File: config.mk
export PLATFORM = sky130hd
export DESIGN_NAME = red_accum_seq
export DESIGN_NICKNAME = d
export VERILOG_FILES = /design/src/rtl/red_accum_seq.sv
export SDC_FILE = /design/constraint.sdc
export NUM_CORES = 1
export LEC_CHECK = 0
export CORE_UTILIZATION = 30
export DETAILED_ROUTE_END_ITERATION = 7
export SYNTH_ARGS = -nofsm -noshare
export SYNTH_HDL_FRONTEND = slang
export SYNTH_SLANG_ARGS = --single-unit
File: constraint.sdc
create_clock -name clk -period 5.73 [get_ports clk]
set_clock_uncertainty 0.2 [all_clocks]
set_input_delay 0.8595 -clock clk [delete_from_list [all_inputs] [get_ports clk]]
set_output_delay 0.8595 -clock clk [all_outputs]
set_load 0.05 [all_outputs]
File: src/rtl/red_accum_seq.sv
// Multi-cycle RED reduction: sums LANES lane pairs of a and b (one pair per cycle) into a signed
// accumulator. Optional clamping of the result is enabled by defining RED_SATURATE_EN.
module red_accum_seq #(
    parameter int LANE_W = 4,
    parameter int LANES  = 4,
    parameter int RES_W  = 7,
    parameter int OUT_W  = 16
) (
    input  logic                      clk,
    input  logic                      rst_n,
    input  logic                      in_valid,
    output logic                      in_ready,
    input  logic [LANES*LANE_W-1:0]   a,
    input  logic [LANES*LANE_W-1:0]   b,
    input  logic                      signed_mode,
    output logic                      out_valid,
    input  logic                      out_ready,
    output logic [OUT_W-1:0]          result,
    output logic                      sat
);

    localparam int ACC_W = LANE_W + 2 + $clog2(LANES);
    localparam int IDX_W = $clog2(LANES);

    typedef enum logic [1:0] {
        IDLE  = 2'd0,
        ACCUM = 2'd1,
        DONE  = 2'd2
    } state_t;

    state_t state, state_next;

    logic [LANES*LANE_W-1:0] a_p0, b_p0;
    logic                    signed_p0;
    logic [IDX_W-1:0]        idx_p1;
    logic signed [ACC_W-1:0] acc_p1;
    logic signed [ACC_W-1:0] sum_p1;
    logic [LANE_W-1:0]       a_lane, b_lane;
    logic [OUT_W-1:0]        result_p2;
    logic                    load, last;

    function automatic logic signed [ACC_W-1:0] ext(input logic [LANE_W-1:0] v,
                                                    input logic sm);
        if (sm)
            return {{(ACC_W-LANE_W){v[LANE_W-1]}}, v};
        else
            return {{(ACC_W-LANE_W){1'b0}}, v};
    endfunction

    function automatic logic [OUT_W-1:0] sext_res(input logic signed [RES_W-1:0] v);
        return OUT_W'(v);
    endfunction

`ifdef RED_SATURATE_EN
    localparam logic signed [ACC_W-1:0] SAT_MAX = ACC_W'((1 << (RES_W-1)) - 1);
    localparam logic signed [ACC_W-1:0] SAT_MIN = ACC_W'(-(1 << (RES_W-1)));

    // Returns {clamped, value}; value is the clamped accumulator sign-extended to OUT_W.
    function automatic logic [OUT_W:0] saturate(input logic signed [ACC_W-1:0] v);
        if (v > SAT_MAX)
            return {1'b1, sext_res(SAT_MAX[RES_W-1:0])};
        else if (v < SAT_MIN)
            return {1'b1, sext_res(SAT_MIN[RES_W-1:0])};
        else
            return {1'b0, sext_res(v[RES_W-1:0])};
    endfunction

    logic       sat_p2;
    logic [OUT_W:0] fin;
    always_comb fin = saturate(sum_p1);
`endif

    assign in_ready  = (state == IDLE);
    assign out_valid = (state == DONE);
    assign load      = (state == IDLE) && in_valid;
    assign last      = (state == ACCUM) && (idx_p1 == IDX_W'(LANES-1));

    always_comb begin
        state_next = state;
        case (state)
            IDLE:    if (in_valid)  state_next = ACCUM;
            ACCUM:   if (last)      state_next = DONE;
            DONE:    if (out_ready) state_next = IDLE;
            default: state_next = IDLE;
        endcase
    end

    // Stage p0: operand capture on accept; later input changes have no effect
    always_ff @(posedge clk) begin
        if (load) begin
            a_p0      <= a;
            b_p0      <= b;
            signed_p0 <= signed_mode;
        end
    end

    // Stage p1: one lane pair folded into the accumulator per cycle
    always_comb begin
        a_lane = a_p0[idx_p1*LANE_W +: LANE_W];
        b_lane = b_p0[idx_p1*LANE_W +: LANE_W];
        sum_p1 = acc_p1 + ext(a_lane, signed_p0) + ext(b_lane, signed_p0);
    end

    always_ff @(posedge clk) begin
        if (!rst_n) begin
            state     <= IDLE;
            acc_p1    <= '0;
            idx_p1    <= '0;
            result_p2 <= '0;
`ifdef RED_SATURATE_EN
            sat_p2    <= 1'b0;
`endif
        end else begin
            state <= state_next;
            if (load) begin
                acc_p1 <= '0;
                idx_p1 <= '0;
            end else if (state == ACCUM) begin
                acc_p1 <= sum_p1;
                idx_p1 <= idx_p1 + IDX_W'(1);
            end
            // Stage p2: result captured from the final sum and held through DONE
            if (last) begin
`ifdef RED_SATURATE_EN
                result_p2 <= fin[OUT_W-1:0];
                sat_p2    <= fin[OUT_W];
`else
                result_p2 <= sext_res(sum_p1[RES_W-1:0]);
`endif
            end
        end
    end

    assign result = result_p2;
`ifdef RED_SATURATE_EN
    assign sat = sat_p2;
`else
    assign sat = 1'b0;
`endif

endmodule

**Word level (Yosys, flattened, before mapping)**

Cells that the tools add are included.

- Register bits after elaboration: 52
- Input bits: 37
- Output and inout bits: 19
- Logic and storage cells: 30

- Add/subtract/negate cells: 3
- Equal/unequal tests: 6
- Shift-type cells: 2
- Muxes and demuxes: 6
- Bitwise logic cells: 1
- Reduce and logical (&&, ||, !) cells: 5

Operator list:

| operator | number |
|---|---|
| 16-bit by 5-bit indexed part select with 4-bit output | 2 |
| 8-bit adder | 2 |
| 8-bit two-way mux | 2 |
| 2-bit two-way mux | 3 |
| 2-bit one-hot mux with 3 select lines | 1 |
| 2-bit equality test (second input constant) | 2 |
| 2-bit != test (second input constant) | 2 |
| 3-bit AND reduction | 1 |
| 2-bit by 1-bit adder with 2-bit output (second input constant) | 1 |
| 2-bit by 1-bit equality test with 1-bit output (second input constant) | 1 |
| 1-bit logical AND | 2 |
| 2-bit zero test | 1 |
| 2-bit by 1-bit != test with 1-bit output (second input constant) | 1 |
| 2-bit OR reduction | 1 |
| 1-bit inverter | 1 |

**Longest topological paths before layout**

Gate-level depths: netlist (run 1).

- Depth after elaboration: 4
- Mapped depth: 12
- Depth with buffers taken out: 11

**Worst setup path after synthesis (run 1)**

Ideal clock, no wire load.

- Path kind: register -> register
- Start: register idx_p1[0]
- End: register acc_p1[6]
- Library setup time: 0.070 ns
- Data arrival time: 3.183 ns
- Required time: 5.460 ns
- Path slack: 2.277 ns
- Stages on the path, launching flop included: 11
- Path buffers: 1
- Period minus slack after synthesis: 3.453 ns
- Cells stage by stage: dfxtp_1 buf_6 mux4_1 fa_1 ha_1 a211oi_1 o21bai_1 a21oi_1 xor3_1 or3_1 a21oi_1

- Word-level cells in the longest chain between the ends: 4
- Elaborated cells on any way between the ends: 6
- Those cells by class: 2 x add/sub; 2 x shift; 2 x mux

Ends and longest elaborated chain:

| item | line | text |
|---|---|---|
| from (decl) | 35 | `logic [IDX_W-1:0] idx_p1;` |
| from (signal assigned) | 120 | `idx_p1 <= idx_p1 + IDX_W'(1);` |
| 16-bit by 5-bit indexed part select with 4-bit output | 99 | `a_lane = a_p0[idx_p1*LANE_W +: LANE_W];` |
| 8-bit two-way mux | 44 | `if (sm)` |
| 8-bit adder | 101 | `sum_p1 = acc_p1 + ext(a_lane, signed_p0) + ext(b_lane, signed_p0);` |
| 8-bit adder * | 101 |  |
| to (signal assigned) | 119 | `acc_p1 <= sum_p1;` |
| to (decl) | 36 | `logic signed [ACC_W-1:0] acc_p1;` |

Every way passes the cells marked *; elsewhere a longest branch is shown, timed or not.
A chain may end at the register's enable or synchronous reset.

**Worst setup path in the final report (run 1)**

Same ends and word-level chain as after synthesis.

==> flow_summary.json, run 1 <==
{
  "status": "completed",
  "htree_levels": 2,
  "static-leakage-power_nw": 1.15,
  "start_kind": "flip-flop",
  "synth-simple-area-share_pct": 7.08,
  "slew_headroom_pct": 43.4,
  "core-area_mm2": 0.00773,
  "yosysTopAreaCellShare_pct": 41.3,
  "worstRegToRegCells": 9,
  "synth_compound_area_share_pct": 7.97,
  "layout_min_cycle_time_ns": 3.94,
  "critPathRequiredTime_ns": 5.77,
  "worstPathMaxFanout": 11,
  "placed_cells": 319,
  "synth_mux_area_share_pct": 9.22,
  "post_cts_resized": 0,
  "clk_pin_slew_ns": 0.10,
  "fmax_ghz": 0.254,
  "ys_top_cells_by_count": "edfxtp_1 (33), nand2_1 (23), dfxtp_1 (18)",
  "antenna_found_initial": 0,
  "final_nets": 274,
  "via_count": 1404,
  "seq_area_frac_synth_pct": 56.3,
  "num_io_pins": 56,
  "ys_ff_latch": 51,
  "synthToLayoutAreaGrowth_pct": 28.8,
  "critical_path.most_common_cell": "a21oi_1",
  "synthArstFlopShare_pct": 0,
  "cts_hold_buf": 0,
  "whs_path_depth": 2,
  "drt_pass1_iterations": 4,
  "ys_warn_count": 0,
  "cp_top_family": "adder cells",
  "grt_usage_pct": 9.96,
  "die_area_mm2": 0.00837,
  "start_util_pct": 31.1,
  "synth_top_family_by_area": "multiplexers",
  "hpwl_um": 2860,
  "setup.worst_path.class": "flip-flop to flip-flop",
  "route.detailed.drc": 0,
  "yosysTopAreaCell": "edfxtp_1",
  "synth_edf_count": 33,
  "clockBufferDepth": 2,
  "crit_path_cell_trace": "mux4_1, fa_1, ha_1, a211oi_1, o21bai_1, a21oi_1, xor3_1, or3_1, a21oi_1",
  "synth-adder-area-share_pct": 8.33,
  "grt_pass1_vias": 1339,
  "synth.most_common_cell": "edfxtp_1",
  "die_w_um": 91.5,
  "critPathSlowestCell": "dfxtp_1",
  "peakVddDrop_uv": 194,
  "syn_inst": 179,
  "drive_above_1_share_pct": 6.67,
  "worst_pin_slew_ns": 0.847,
  "grt_overflow_total": 0,
  "r2r_end": "acc_p1[6]",
  "synth_nets": 229,
  "cp-startpoint": "idx_p1[0]",
  "finalWirelength_um": 3910,
  "drv_cap": 0,
  "rsz0062_at_grt": "no",
  "nFillCells": 709,
  "ys.flop_type": "edfxtp_1",
  "worstPathArrival_ns": 3.98,
  "synth-xor-area-share_pct": 5.00,
  "ant_nets": 0,
  "r2r_slack_ns": 1.79,
  "rr_startpoint": "idx_p1[0]",
  "rows": 32,
  "p_per_area_mw_per_mm2": 276,
  "io_buffers": 54,
  "clock_sinks": 51,
  "hold_path.class": "flip-flop to flip-flop",
  "die_h_um": 91.5,
  "avgRoutedWirePerCell_um": 11.9,
  "grt_pass1_wl_um": 6400,
  "fin_setup_tns_ns": 0,
  "hold_start": "acc_p1[1]",
  "critPathBufInv": 0,
  "cpPeakStageDelay_ns": 0.74,
  "yosys.cell_types.count": 31,
  "n_antenna_cell": 0,
  "drtIter0Drc": 69,
  "cts_setup_buffers": 0,
  "hold_end": "acc_p1[1]",
  "crit_path_end_kind": "flip-flop",
  "routed_via_density": 4.29,
  "final_cells": 327,
  "synth.area.top_cells": "edfxtp_1 (41%), dfxtp_1 (15%), mux4_1 (5.5%)",
  "grt_max_degree": 36,
  "clk_latency_ns": 0.30,
  "slew_violations": 0,
  "syn_area_mm2": 0.00240,
  "finalSetupViolCount": 0,
  "gp_congestion": 0.695,
  "cts_root_buf": "clkbuf_8",
  "hold_viol": 0,
  "post-route-period-util_pct": 68.7,
  "cts_inserted_buffers": 5,
  "synth.avg_cell_area_um2": 13.4,
  "tritoncts": "yes"
}
[area by class of cell]
class | instances | area (um^2) | area share [%]
Sequential cell | 51 | 1350 | 43.7
Timing Repair Buffer | 55 | 548 | 17.7
Inverter | 9 | 33.8 | 1.09
Multi-Input combinational cell | 102 | 907 | 29.3
Clock buffer | 7 | 119 | 3.84
Tap cell | 102 | 128 | 4.13
Clock inverter | 1 | 6.26 | 0.202
[worst reg2reg max path, cell delays in order (launching register included)]
cell and delay (ns):
dfxtp_1 0.74, mux4_1 0.67, fa_1 0.50, ha_1 0.34
a211oi_1 0.27, o21bai_1 0.11, a21oi_1 0.14, xor3_1 0.46
or3_1 0.32, a21oi_1 0.13
[how the worst max path moves through the flow]
stage	to	cells past startpoint
after floorplan	acc_p1[6]	10
after global placement	acc_p1[6]	9
after detailed placement	acc_p1[6]	9
after CTS	acc_p1[6]	9
after global routing	acc_p1[6]	9
final	acc_p1[6]	9
[routing by layer]
| metal | vias up | GRT usage (%) | routed length, um |
|---|---|---|---|
| met5 | - | 0 | 0 |
| met4 | 0 | 3.57 | 53 |
| met3 | 6 | 3.10 | 242 |
| met2 | 46 | 15.3 | 1800 |
| met1 | 639 | 13.2 | 1810 |
| li1 | 713 | - | - |
[state kept, by name, indices dropped and copies added, names as in the netlist]
signal and count:
idx_p1 2, b_p0 16, state 2, a_p0 16
result 7, signed_p0 1, acc_p1 7
[logic make-up (layout without fill, tap and decap cells)]
logic type                 count (synthesis)  in the layout
buffers and inverters                     26             72
xor gates and xnor gates                  12             12
other                                      1              1
AOI/OAI and AO/OA                         29             29
adders and majority gates                 13             13
DFF                                       51             51
and+or+nand+nor                           38             38
muxes                                      9              9
[through the flow]
step                hold WS (ns)  utilization, %  worst slack, ns  total power [mW]  cell area, um^2
floorplan                  0.236               -             2.28             0.550             2400
global placement           0.248            38.4             1.86             0.602             2970
detailed placement         0.256            38.4             1.78             0.604             2970
CTS                        0.274            40.0             1.77             0.862             3090
global route               0.300            40.0             1.64             0.894             3090
finish                     0.269            40.0             1.79             0.854             3090
[where the power goes]
group / internal (mW) / switching (mW)
Combinational: 0.0880 / 0.0795
Sequential: 0.414 / 0.0121
Clock: 0.139 / 0.120
Total: 0.642 / 0.212
[cell usage in the layout (no fill, tap or decap), types with 6 or more instances in the layout]
| master | instances |
|---|---|
| ha_1 | 8 |
| inv_1 | 9 |
| clkdlybuf4s50_1 | 54 |
| edfxtp_1 | 33 |
| xnor2_1 | 6 |
| a21oi_1 | 10 |
| nand2_1 | 23 |
| dfxtp_1 | 18 |
Power figures use the tool's default switching activity.
==> run 2: changes to the inputs <==
- clock period: 5.73 -> 3.5 ns (I/O delays scaled with it)
==> flow_summary.json, run 2 (synthesized netlist as in run 1, its figures left out) <==
{
  "fin_setup_tns_ns": 0,
  "swShare_pct": 24.8,
  "use_met2_pct": 16.3,
  "clk_pin_slew_ns": 0.10,
  "post-route-period-util_pct": 95.9,
  "num_io_pins": 56,
  "crit_path_end_kind": "flip-flop",
  "layout_common_cells": "clkdlybuf4s50_1 (54), edfxtp_1 (33), nand2_1 (23)",
  "worstPathArrival_ns": 3.40,
  "clk_latency_ns": 0.31,
  "avgRoutedWirePerCell_um": 12.2,
  "die_h_um": 91.5,
  "hold_path.class": "flip-flop to flip-flop",
  "critPathRequiredTime_ns": 3.54,
  "hpwl_um": 3050,
  "static-leakage-power_nw": 1.19,
  "peakVddDrop_uv": 226,
  "grt.busiest_layer": "met2",
  "grt_usage_pct": 10.5,
  "core-area_mm2": 0.00773,
  "slew_violations": 0,
  "setup.worst_path.class": "flip-flop to flip-flop",
  "final_common_cell": "clkdlybuf4s50_1",
  "met1_usage_pct": 14.0,
  "status": "completed",
  "synthToLayoutAreaGrowth_pct": 31.7,
  "total_power_mw": 1.42,
  "drive_above_1_share_pct": 10.3,
  "route.detailed.drc": 0,
  "finalWirelength_um": 4070,
  "start_kind": "flip-flop",
  "drt_pass1_iterations": 4,
  "via_count": 1461,
  "grt_overflow_total": 0,
  "slew_headroom_pct": 60.6,
  "die_area_mm2": 0.00837,
  "cts_inserted_buffers": 5,
  "antenna_found_initial": 0,
  "grt_util_met3_pct": 2.85,
  "worstPathMaxFanout": 4,
  "p_clk_share_pct": 29.7,
  "routed_via_density": 4.37,
  "final_nets": 281,
  "fmax_ghz": 0.298,
  "combPwrFrac_pct": 21.5,
  "p_per_area_mw_per_mm2": 450,
  "worst_pin_slew_ns": 0.591,
  "clockBufferDepth": 2,
  "drv_cap": 0,
  "pwr-share-seq_pct": 48.8,
  "start_util_pct": 31.1,
  "clock_sinks": 51,
  "io_buffers": 54,
  "n_antenna_cell": 0,
  "intPower_mw": 1.07,
  "rsz0062_at_grt": "no",
  "htree_levels": 2,
  "tritoncts": "yes",
  "die_w_um": 91.5,
  "layout_min_cycle_time_ns": 3.36,
  "finalSetupViolCount": 0,
  "gp_congestion": 0.713,
  "hold_viol": 0,
  "grt_pass1_wl_um": 6800,
  "rows": 32,
  "grt_max_degree": 25,
  "grt_pass1_vias": 1421,
  "ant_nets": 0,
  "drtIter0Drc": 76,
  "cts_setup_buffers": 0,
  "power.switching_uw": 354,
  "cts_root_buf": "clkbuf_8",
  "top_regs": "a_p0 x16, b_p0 x16"
}
run 2: cell count changes in the layout (fill, tap and decap cells not counted), sizes merged:
| cell | delta |
|---|---|
| buf | +7 |
run 2: path summary, 6_finish.rpt:
path / startpoint / endpoint / slack, ns / depth (start not counted)
setup / recovery: idx_p1[0] / acc_p1[6] / 0.14 / 12
hold / removal: acc_p1[1] / acc_p1[1] / 0.27 / 2
setup reg to reg: idx_p1[0] / acc_p1[6] / 0.14 / 12
hold reg to reg: acc_p1[1] / acc_p1[1] / 0.27 / 2
run 2: metrics by stage:
step	util [%]	cells	setup slack, ns	hold slack, ns	cell area [um^2]
floorplan	-	179	0.0469	0.236	2400
CTS	40.7	334	0.0649	0.272	3140
detailed placement	39.1	326	0.0312	0.257	3020
finish	40.9	334	0.143	0.269	3160
global placement	39.1	326	0.0660	0.247	3020
global route	40.9	334	0.0159	0.296	3160
run 2: what timing repair did:
item	CTS	global route
pin swaps	0	1
gates resized for setup	1	3
setup endpoints to repair	1	2
cloned	0	0
hold buffers	0	0
run 2: routing by layer:
metal	share of wire, %	wire, um	vias to the layer above
met4	1.2	49	0
met3	5.1	207	5
met2	47	1930	46
li1	-	-	727
met1	46	1880	683
met5	0	0	-
run 2: power groups by stage:
stage               registers [mW]  logic [mW]  clock network, mW
floorplan                    0.704       0.197                  0
global placement             0.708       0.298                  0
detailed placement           0.709       0.298                  0
CTS                          0.696       0.300              0.434
global route                 0.700       0.344              0.452
finish                       0.695       0.306              0.424
run 2: layout make-up:
cell class	count	area [um^2]
Clock buffer	7	119
Clock inverter	1	3.75
Fill cell	717	4560
Inverter	9	33.8
Multi-Input combinational cell	102	925
Sequential cell	51	1360
Tap cell	102	128
Timing Repair Buffer	62	601
run 2: worst max-delay path: stages, from the launching register on:
cell and delay, ns:
dfxtp_4 0.38, buf_4 0.13, mux4_2 0.54, nand2_1 0.14, xnor2_1 0.13, ha_1 0.25
ha_1 0.33, o21ai_0 0.09, o21bai_1 0.08, a21oi_1 0.14, xor3_1 0.43, or3_1 0.32
a21oi_1 0.14
==> run 3: changes to the inputs <==
- CORE_UTILIZATION: 30 -> 40
- PLACE_DENSITY: unset -> 0.69
==> flow_summary.json, run 3 (synthesized netlist as in run 1, its figures left out) <==
{
  "worstPathArrival_ns": 3.25,
  "cts_inserted_buffers": 5,
  "via_count": 1443,
  "critPathSlowestCell": "mux4_1",
  "fin_hold_ws_ns": 0.269,
  "hold_end": "acc_p1[1]",
  "status": "completed",
  "clk_pin_slew_ns": 0.09,
  "die_w_um": 79.5,
  "grt_overflow_total": 0,
  "finalSetupViolCount": 0,
  "hold_path.class": "flip-flop to flip-flop",
  "hold_start": "acc_p1[1]",
  "placed_cells": 296,
  "num_io_pins": 56,
  "hpwl_um": 2880,
  "synthToLayoutAreaGrowth_pct": 28.1,
  "crit_path_cell_trace": "mux4_1, fa_1, ha_1, a211oi_2, o21bai_1, a21oi_1, xor3_1, or3_1, a21oi_1",
  "die_h_um": 79.5,
  "gp_congestion": 0.771,
  "fmax_ghz": 0.311,
  "core-area_mm2": 0.00564,
  "final_common_cell": "clkdlybuf4s50_1",
  "r2r_slack_ns": 0.28,
  "cts_setup_buffers": 0,
  "post-route-period-util_pct": 92.0,
  "final_cells": 304,
  "n_antenna_cell": 0,
  "rr_startpoint": "idx_p1[0]",
  "crit_path_end_kind": "flip-flop",
  "critical_path.most_common_cell": "a21oi_1",
  "finalWirelength_um": 3740,
  "top_regs": "a_p0 x16, b_p0 x16",
  "worst_pin_slew_ns": 0.501,
  "nFillCells": 482,
  "tritoncts": "yes",
  "clk_latency_ns": 0.29,
  "layout_min_cycle_time_ns": 3.22,
  "setup.worst_path.class": "flip-flop to flip-flop",
  "grt_max_degree": 36,
  "grt_util_met3_pct": 3.66,
  "critPathBufInv": 0,
  "die_area_mm2": 0.00632,
  "route.detailed.drc": 0,
  "antenna_found_initial": 0,
  "drv_cap": 0,
  "drive_above_1_share_pct": 9.91,
  "rsz0062_at_grt": "no",
  "final_nets": 281,
  "avgRoutedWirePerCell_um": 12.3,
  "critPathRequiredTime_ns": 3.53,
  "hold_viol": 0,
  "grt.busiest_layer": "met2",
  "rows": 27,
  "io_buffers": 54,
  "cts_hold_buf": 0,
  "worstRegToRegCells": 9,
  "p_per_area_mw_per_mm2": 428,
  "ant_nets": 0,
  "slew_violations": 0,
  "cts_root_buf": "clkbuf_8",
  "routed_via_density": 4.75,
  "drt_pass1_iterations": 4,
  "layout_common_cells": "clkdlybuf4s50_1 (54), edfxtp_1 (33), nand2_1 (22)",
  "use_met2_pct": 21.7,
  "cpPeakStageDelay_ns": 0.58,
  "htree_levels": 2,
  "start_kind": "flip-flop",
  "grt_pass1_vias": 1389,
  "clockBufferDepth": 2,
  "grt_usage_pct": 13.1,
  "met1_usage_pct": 16.3,
  "fin_setup_tns_ns": 0,
  "slew_headroom_pct": 66.5,
  "whs_path_depth": 2,
  "clock_sinks": 51,
  "start_util_pct": 42.6,
  "grt_pass1_wl_um": 6250,
  "drtIter0Drc": 40,
  "total_power_mw": 1.32,
  "static-leakage-power_nw": 1.17,
  "peakVddDrop_uv": 235,
  "cp_top_family": "adder cells",
  "seq_area_mm2": 0.00136,
  "r2r_end": "acc_p1[6]",
  "worstPathMaxFanout": 4,
  "multi_input_area_um2": 915
}
run 3: area by class of cell:
cell class / instances / share of cell area, %
clock buffer: 7 / 2.48
clock inverter: 1 / 0.203
inverter: 9 / 1.10
multi-input combinational: 102 / 29.7
sequential: 51 / 44.0
tap: 72 / 2.93
timing repair buffer: 62 / 19.5
run 3: routing by layer:
| metal | routed length, um | share of wire (%) | up-vias |
|---|---|---|---|
| met5 | 0 | 0 | - |
| met4 | 19 | 0.51 | 0 |
| met3 | 211 | 5.6 | 2 |
| met2 | 1790 | 48 | 44 |
| met1 | 1720 | 46 | 675 |
| li1 | - | - | 722 |
run 3: how the worst max path moves through the flow:
stage,start,end,slack (ns),depth (start not counted)
after floorplan,idx_p1[0],acc_p1[6],0.05,10
after global placement,idx_p1[0],acc_p1[6],0.08,9
after detailed placement,idx_p1[0],acc_p1[6],0.04,9
after CTS,idx_p1[0],acc_p1[6],0.06,9
after global routing,idx_p1[0],acc_p1[6],0.13,12
final,idx_p1[0],acc_p1[6],0.28,9
run 3: power breakdown:
group / total (mW) / switching, mW / internal (mW)
sequential: 0.695 / 0.0167 / 0.678
clock: 0.322 / 0.179 / 0.142
combinational: 0.300 / 0.139 / 0.161
run 3: worst min-delay path, stage by stage, from the launching register on:
cell     delay (ns)
dfxtp_1        0.32
nand2_1        0.05
a21oi_1        0.05
run 3: repair_timing:
action,CTS,global route
setup endpoints to repair,1,2
resized for setup,1,4
cloned,0,0
pin swaps,0,1
run 3: metrics by stage:
step / setup WS [ns] / utilization [%] / instance area, um^2
after global placement: 0.0819 / 52.9 / 2980
after global routing: 0.128 / 54.5 / 3080
after CTS: 0.0631 / 54.4 / 3070
final: 0.281 / 54.5 / 3080
after floorplan: 0.0469 / - / 2400
after detailed placement: 0.0416 / 52.9 / 2980
